File: config.mk
export PLATFORM = sky130hd
export DESIGN_NAME = divclk_strobe
export DESIGN_NICKNAME = d
export VERILOG_FILES = /design/src/rtl/divclk_strobe_pkg.sv /design/src/rtl/edge_strobe.sv /design/src/rtl/divclk_strobe.sv
export SDC_FILE = /design/constraint.sdc
export NUM_CORES = 1
export LEC_CHECK = 0
export CORE_UTILIZATION = 30
export DETAILED_ROUTE_END_ITERATION = 10
export SYNTH_ARGS = -nofsm -noshare
export SYNTH_HDL_FRONTEND = slang
export SYNTH_SLANG_ARGS = --single-unit
File: constraint.sdc
create_clock -name clk -period 2.98 [get_ports clk]
set_input_delay 0.298 -clock clk [delete_from_list [all_inputs] [get_ports clk]]
set_output_delay 0.298 -clock clk [all_outputs]
set_load 0.02 [all_outputs]
File: src/rtl/divclk_strobe_pkg.sv
// rtl/divclk_strobe_pkg.sv - shared types and constants for the divided-clock strobe block
package divclk_strobe_pkg;

  localparam int SPEED_SLOW = 0;
  localparam int SPEED_FAST = 3;
  localparam int NUM_SPEED  = SPEED_FAST - SPEED_SLOW + 1;

  // Twice the slowest speed period of 2^21 clk cycles.
  localparam int WDOG_LIMIT_DEF = 4194304;

  typedef logic [1:0] level_t;
  localparam level_t LEVEL_MAX = 2'd3;

  typedef enum logic [1:0] {
    WD_ARM   = 2'd0,
    WD_RUN   = 2'd1,
    WD_STALL = 2'd2
  } wdog_state_t;

  // miss dominates hit; hit saturates at LEVEL_MAX
  function automatic level_t level_next(input level_t cur, input logic up, input logic clear);
    if (clear) return '0;
    if (up && cur != LEVEL_MAX) return cur + 2'd1;
    return cur;
  endfunction

endpackage

File: src/rtl/edge_strobe.sv
// rtl/edge_strobe.sv - one-channel synchroniser with arming and registered rising-edge strobe
module edge_strobe #(
  parameter int SYNC_STAGES = 2
) (
  input  logic clk,
  input  logic clr,
  input  logic d,
  output logic strobe,
  output logic strobe_next,
  output logic armed
);

  localparam int CW = $clog2(SYNC_STAGES + 1);

  logic [SYNC_STAGES-1:0] sync;
  logic                   prev;
  logic [CW-1:0]          fill;

  // prev always follows the chain, so a level already high when arming completes never strobes
  assign strobe_next = armed & sync[SYNC_STAGES-1] & ~prev;

  always_ff @(posedge clk or posedge clr) begin
    if (clr) begin
      sync   <= '0;
      prev   <= 1'b0;
      fill   <= '0;
      armed  <= 1'b0;
      strobe <= 1'b0;
    end else begin
      sync   <= {sync[SYNC_STAGES-2:0], d};
      prev   <= sync[SYNC_STAGES-1];
      strobe <= strobe_next;
      if (!armed) begin
        if (fill == CW'(SYNC_STAGES)) armed <= 1'b1;
        else                          fill  <= fill + 1'b1;
      end
    end
  end

endmodule

File: src/rtl/divclk_strobe.sv
// rtl/divclk_strobe.sv - divided-line strobes, difficulty-selected ball tick and stall watchdog
module divclk_strobe
  import divclk_strobe_pkg::*;
#(
  parameter int SYNC_STAGES = 2,
  parameter int WDOG_W      = 23,
  parameter int WDOG_LIMIT  = WDOG_LIMIT_DEF
) (
  input  logic                 clk,
  input  logic                 clr,
  input  logic                 seg_in,
  input  logic [NUM_SPEED-1:0] speed_in,
  input  logic                 hit,
  input  logic                 miss,
  output logic                 seg_tick,
  output logic [NUM_SPEED-1:0] speed_tick,
  output logic                 ball_tick,
  output logic [1:0]           level,
  output logic                 stall
);

  localparam logic [WDOG_W-1:0] LIM_M1  = WDOG_W'(WDOG_LIMIT - 1);
  localparam logic [WDOG_W-1:0] CNT_MAX = '1;

  logic [NUM_SPEED-1:0] spd_next;
  logic [NUM_SPEED-1:0] spd_armed;
  logic                 seg_next;
  logic                 seg_armed;
  logic                 unused_seg;

  edge_strobe #(.SYNC_STAGES(SYNC_STAGES)) u_seg (
    .clk(clk), .clr(clr), .d(seg_in),
    .strobe(seg_tick), .strobe_next(seg_next), .armed(seg_armed)
  );

  for (genvar i = 0; i < NUM_SPEED; i++) begin : g_speed
    edge_strobe #(.SYNC_STAGES(SYNC_STAGES)) u_spd (
      .clk(clk), .clr(clr), .d(speed_in[i]),
      .strobe(speed_tick[i]), .strobe_next(spd_next[i]), .armed(spd_armed[i])
    );
  end

  assign unused_seg = seg_next ^ seg_armed;

  level_t lvl_n;
  logic   lvl_chg;

  assign lvl_n   = level_next(level, hit, miss);
  assign lvl_chg = (lvl_n != level);

  // ball_tick registers the same pre-strobe as speed_tick, using the level before any update
  always_ff @(posedge clk or posedge clr) begin
    if (clr) begin
      level     <= '0;
      ball_tick <= 1'b0;
    end else begin
      level     <= lvl_n;
      ball_tick <= spd_next[level];
    end
  end

  wdog_state_t       st, st_n;
  logic [WDOG_W-1:0] cnt, cnt_n;

  always_ff @(posedge clk or posedge clr) begin
    if (clr) begin
      st  <= WD_ARM;
      cnt <= '0;
    end else begin
      st  <= st_n;
      cnt <= cnt_n;
    end
  end

  always_comb begin
    st_n  = st;
    cnt_n = cnt;
    case (st)
      WD_ARM: begin
        cnt_n = '0;
        if (&spd_armed) st_n = WD_RUN;
      end
      WD_RUN: begin
        if (ball_tick || lvl_chg) begin
          cnt_n = '0;
        end else begin
          if (cnt != CNT_MAX) cnt_n = cnt + 1'b1;
          if (cnt_n == LIM_M1) st_n = WD_STALL;
        end
      end
      WD_STALL: begin
        if (ball_tick) begin
          st_n  = WD_RUN;
          cnt_n = '0;
        end
      end
      default: begin
        st_n  = WD_ARM;
        cnt_n = '0;
      end
    endcase
  end

  assign stall = (st == WD_STALL);

endmodule

== Word-level counts from Yosys, hierarchy flattened ==
Cells that the tools add are included.
Storage, ports and cells
  flip-flop bits (word level): 63
  word-level logic and storage cells: 117
Cells by class
  add/sub/neg operators: 7
  magnitude comparators: 1
  eq/ne operators: 15
  muxes and demuxes: 30
  bitwise gates (word level): 25
  reductions and logical operators: 10
Operators with widths (count)
  2-to-1 mux 23 bit: 5
  case mux 23 bit (2 select lines): 1
  adder 23 x 1 -> 23 bit, second input constant: 1
  equality test 23 x 22 -> 1 bit, second input constant: 1
  != test 23 bit, second input constant: 1
  2-to-1 mux 2 bit: 8
  NOT 1 bit: 15
  2-to-1 mux 1 bit: 14
  adder 2 x 1 -> 2 bit, second input constant: 6
  equality test 2 bit, second input constant: 6
  AND 1 bit: 10
  != test 2 bit, second input constant: 5
  AND reduction 2 bit: 5
  AND reduction 4 bit: 2
  case mux 2 bit (3 select lines): 1
  less-than comparator 2 x 3 -> 1 bit, second input constant: 1
  binary-select mux 1 bit (select 2 bit): 1
  equality test 2 x 1 -> 1 bit, second input constant: 1
  zero test 2 bit: 1
  != test 2 bit: 1
  logical AND 1 bit: 1
  logical OR 1 bit: 1

== Longest topological paths before layout ==
  word-level depth: 14
  mapped depth: 8
  gate-level depth less buffers: 7

== Cells and area by module ==
Synthesis repeated with hierarchy kept, for this count alone.
Unflattened totals
  cell total of the unflattened synthesis: 315
  area, all modules: 3116.7 µm²
Modules (own cells, without submodules)
  divclk_strobe: times used 1, cells each 235, area each 1928.1 µm², sequential area each 700.7 µm²
  edge_strobe: times used 5, cells each 16, area each 237.7 µm², sequential area each 175.2 µm²

== Worst setup path before layout ==
OpenSTA, ideal clock, no wires.
  path type: reg-to-reg
  from: register cnt[0]
  to: register st[0]
  library setup time: 0.118 ns
  arrival time: 2.428 ns
  path slack: 0.434 ns
  cell stages (with the launch flop): 9
  clock period less this slack: 2.546 ns
  cells stage by stage: dfrtp_1 > ha_1 > and3_1 > clkbuf_1 > nand2_1 > or4_1 > a2111oi_2 > a41oi_1 > a21o_1
Between the ends
  word-level cells in the longest chain between the ends: 7
  elaborated cells between the ends (all ways): 8
  those cells by class: 1 x add/sub; 3 x eq/ne; 3 x mux; 1 x reduce/logical
Ends and longest elaborated chain
  from (decl): RTL line divclk_strobe.sv:63  | logic [WDOG_W-1:0] cnt, cnt_n;
  from (signal assigned): RTL line divclk_strobe.sv:71  | cnt <= cnt_n;
  adder 23 x 1 -> 23 bit or != test 23 bit (tied branches): RTL line divclk_strobe.sv:87  | if (cnt != CNT_MAX) cnt_n = cnt + 1'b1;
  2-to-1 mux 23 bit *: RTL line divclk_strobe.sv:87
  2-to-1 mux 23 bit *: RTL line divclk_strobe.sv:84  | if (ball_tick || lvl_chg) begin
  2-to-1 mux 23 bit *: RTL line divclk_strobe.sv:78  | case (st)
  equality test 23 x 22 -> 1 bit *: RTL line divclk_strobe.sv:88  | if (cnt_n == LIM_M1) st_n = WD_STALL;
  != test 2 bit (no line) *
  AND reduction 4 bit (no line) *
  to (signal assigned): RTL line divclk_strobe.sv:70  | st <= st_n;
  to (decl): RTL line divclk_strobe.sv:62  | wdog_state_t st, st_n;
Mark *: on every way between the ends. The rest lies on a longest branch, timed or not. The select of a mux whose other input is x is not followed.
A chain may end at the register's enable or synchronous reset.

== Worst setup path in the final report ==
Ends and elaborated chain as after synthesis.

==> flow_metrics.env <==
export IMPL_ys_flop_type="dfrtp_1"
export IMPL_antenna_found_initial=0
export IMPL_htreeDepth=3
export IMPL_fin_skew_ps=5.67
export IMPL_fp_dieH_um=103
export IMPL_yosysSeqAreaShare_pct=51.3
export IMPL_finalHoldViolCount=0
export IMPL_synth_edf_count=0
export IMPL_synth_compound_area_share_pct=16.6
export IMPL_postRouteWirelength_mm=6.53
export IMPL_clk_latency_ps=340
export IMPL_status="complete, no violations"
export IMPL_layout_drive_gt1_share_pct=9.09
export IMPL_synth_top_family_by_area="simple AND/OR/NAND/NOR gates"
export IMPL_layout_commonest_cell="dfrtp_1"
export IMPL_startpoint_type="flop"
export IMPL_core_um2=9860
export IMPL_rows=36
export IMPL_async_flop_share_pct=100
export IMPL_dr_pass1_iters=4
export IMPL_grt_pass1_vias=2384
export IMPL_grt_max_degree=39
export IMPL_min_path_type="reg -> reg"
export IMPL_synthAdderAreaFrac_pct=2.85
export IMPL_r2r_start="cnt[0]"
export IMPL_setup_ws_ps=259
export IMPL_ant_nets=0
export IMPL_peakVddDrop_mv=0.301
export IMPL_yosys_cell_types_count=47
export IMPL_die_w_um=103
export IMPL_ys_warn_count=0
export IMPL_yosys_area_share_simple_pct=19.5
export IMPL_nFillCells=995
export IMPL_p_leak_nw=1.41
export IMPL_syn_inst=319
export IMPL_root_buffer="clkbuf_8"
export IMPL_drcViolationCount=0
export IMPL_required_ps=3210
export IMPL_pre_cts_slack_ps=326
export IMPL_cts_buffer_depth=2
export IMPL_ys_seq_elements=63
export IMPL_post_cts_setup_buffers=0
export IMPL_post_synth_xor_area_fraction_pct=3.42
export IMPL_hold_buffers=0
export IMPL_vias_per_cell=5.15
export IMPL_power_density_nw_per_um2=527
export IMPL_insertedDiodeCount=0
export IMPL_start_util_pct=31.2
export IMPL_grt_setup_unrepaired="no"
export IMPL_tritoncts="done"
export IMPL_worst_setup_path_type="reg -> reg"
export IMPL_dpl_hpwl_mm=4.57
export IMPL_syn2layout_area_growth_pct=17.7
export IMPL_die_area_um2=10700
export IMPL_cts_buffers=9
export IMPL_grt_pass1_wl_mm=11.2
export IMPL_clock_sinks=63
export IMPL_hp_start="g_speed[1].u_spd.sync[0]"
export IMPL_design_power_total_mw=1.91
export IMPL_syn_avg_cell_area_um2=9.64
export IMPL_cp_arrival_ps=2950
export IMPL_endpoint_kind="flop"
export IMPL_setup_viol=0
export IMPL_fin_nets=352
export IMPL_via_count=2443
export IMPL_port_buffers=17
export IMPL_synth_area_um2=3070
export IMPL_critPathMaxFanout=9
export IMPL_fmax_ghz=0.368
export IMPL_fin_crit_ps=2720
export IMPL_first_iter_violations=133
export IMPL_track_usage_pct=13.8
export IMPL_startpoint="cnt[0]"
export IMPL_wire_per_inst_um=13.8
export IMPL_gp_congestion=0.981
export IMPL_cts_resized=0
export IMPL_slew_headroom_pct=60.5
export IMPL_synth_mux_area_share_pct=1.06
export IMPL_clkTransAtPathRegs_ps=70
export IMPL_ioPinCount=18
export IMPL_setup_tns_ps=0
export IMPL_tightest_slew_ps=592
export IMPL_synth_nets=335
export IMPL_overflow=0
export IMPL_drv_cap=0
export IMPL_final_cell_mix="dfrtp_1 (63), o21ai_0 (38), nor2_1 (32)"
export IMPL_period_share_pct=91.3
export IMPL_slew_viol_final=0
-- per-stage QoR --
| step | util [%] | area (um^2) | hold slack, ps | std cells |
|---|---|---|---|---|
| 5_1_grt | 36.7 | 3620 | 357 | 474 |
| 3_5_place_dp | 34.3 | 3390 | 337 | 458 |
| 2_1_floorplan | - | 3070 | 329 | 319 |
| 3_3_place_gp | 34.3 | 3390 | 332 | 458 |
| 6_report | 36.7 | 3620 | 352 | 474 |
| 4_1_cts | 36.7 | 3620 | 355 | 474 |
-- layout make-up --
type,count,area [um^2],share of cell area [%]
multi-input combinational,220,1340,36.9
clock inverter,6,92.6,2.56
tap,133,166,4.60
clock buffer,10,138,3.80
inverter,16,60.1,1.66
timing repair buffer,26,250,6.92
sequential,63,1580,43.6
-- power breakdown --
group	internal, mW	switching, mW
combinational	0.0693	0.0929
clock	0.498	0.345
sequential	0.880	0.0231
total	1.45	0.461
-- kinds of logic after synthesis --
| logic type | after synthesis |
|---|---|
| multiplexers | 2 |
| adder cells (fa/ha/maj) | 7 |
| AO/OA/AOI/OAI | 83 |
| AND/OR/NAND/NOR | 116 |
| flip-flops | 63 |
| buffers and inverters | 36 |
| XOR/XNOR | 12 |
-- registers in the layout, indices dropped and copies added (netlist names) --
name                  flops
cnt                      23
g_speed.u_spd.fill        8
g_speed.u_spd.sync        8
g_speed.u_spd.armed       4
g_speed.u_spd.prev        4
g_speed.u_spd.strobe      4
level                     2
st                        2
u_seg.fill                2
u_seg.sync                2
ball_tick                 1
u_seg.armed               1
u_seg.prev                1
u_seg.strobe              1
-- Yosys cell counts (all sizes together), types with 2 or more instances --
master	n	share of area, %
dfrtp	63	51
o21ai	38	6.2
nor2	32	3.9
nand2	26	3.2
a21oi	16	2.6
inv	16	2.0
buf	12	2.4
nand3	12	2.0
nand4	12	2.6
xnor2	11	3.1
clkbuf	8	0.98
ha	7	2.8
and4	6	1.7
a31oi	5	1.0
nor3	5	0.81
o31ai	5	1.2
nor2b	4	0.81
or4	4	0.98
a211oi	3	0.90
and2	3	0.61
and3	3	0.61
a21o	2	0.49
a41oi	2	0.57
nand3b	2	0.49
nor4	2	0.41
o21a	2	0.49
o41ai	2	0.57
-- worst max-delay path, cell delays in order, from the launching register on --
cell       delay (ps)
dfrtp_1           480
ha_1              290
and3_1            290
nand2_1           180
or4_1             550
a2111oi_2         380
a41oi_1           210
a21o_1            210
-- per-layer routing --
metal  track usage, %  vias up  share of wire, %
li1                 -     1175                 -
met1             17.4     1199                45
met2             22.8       60                49
met3             4.30        9               4.9
met4             4.44        0              0.93
met5                0        -                 0
-- final timing paths --
check | endpoint | slack [ps] | cells after the start
max | st[0] | 260 | 7
min | g_speed[1].u_spd.sync[1] | 350 | 0
max reg2reg | st[0] | 260 | 7
min reg2reg | g_speed[1].u_spd.sync[1] | 350 | 0
max in group asynchronous | ball_tick | 2020 | 3
min in group asynchronous | cnt[13] | 370 | 2
Note: power is estimated with default switching activity, not from simulation.
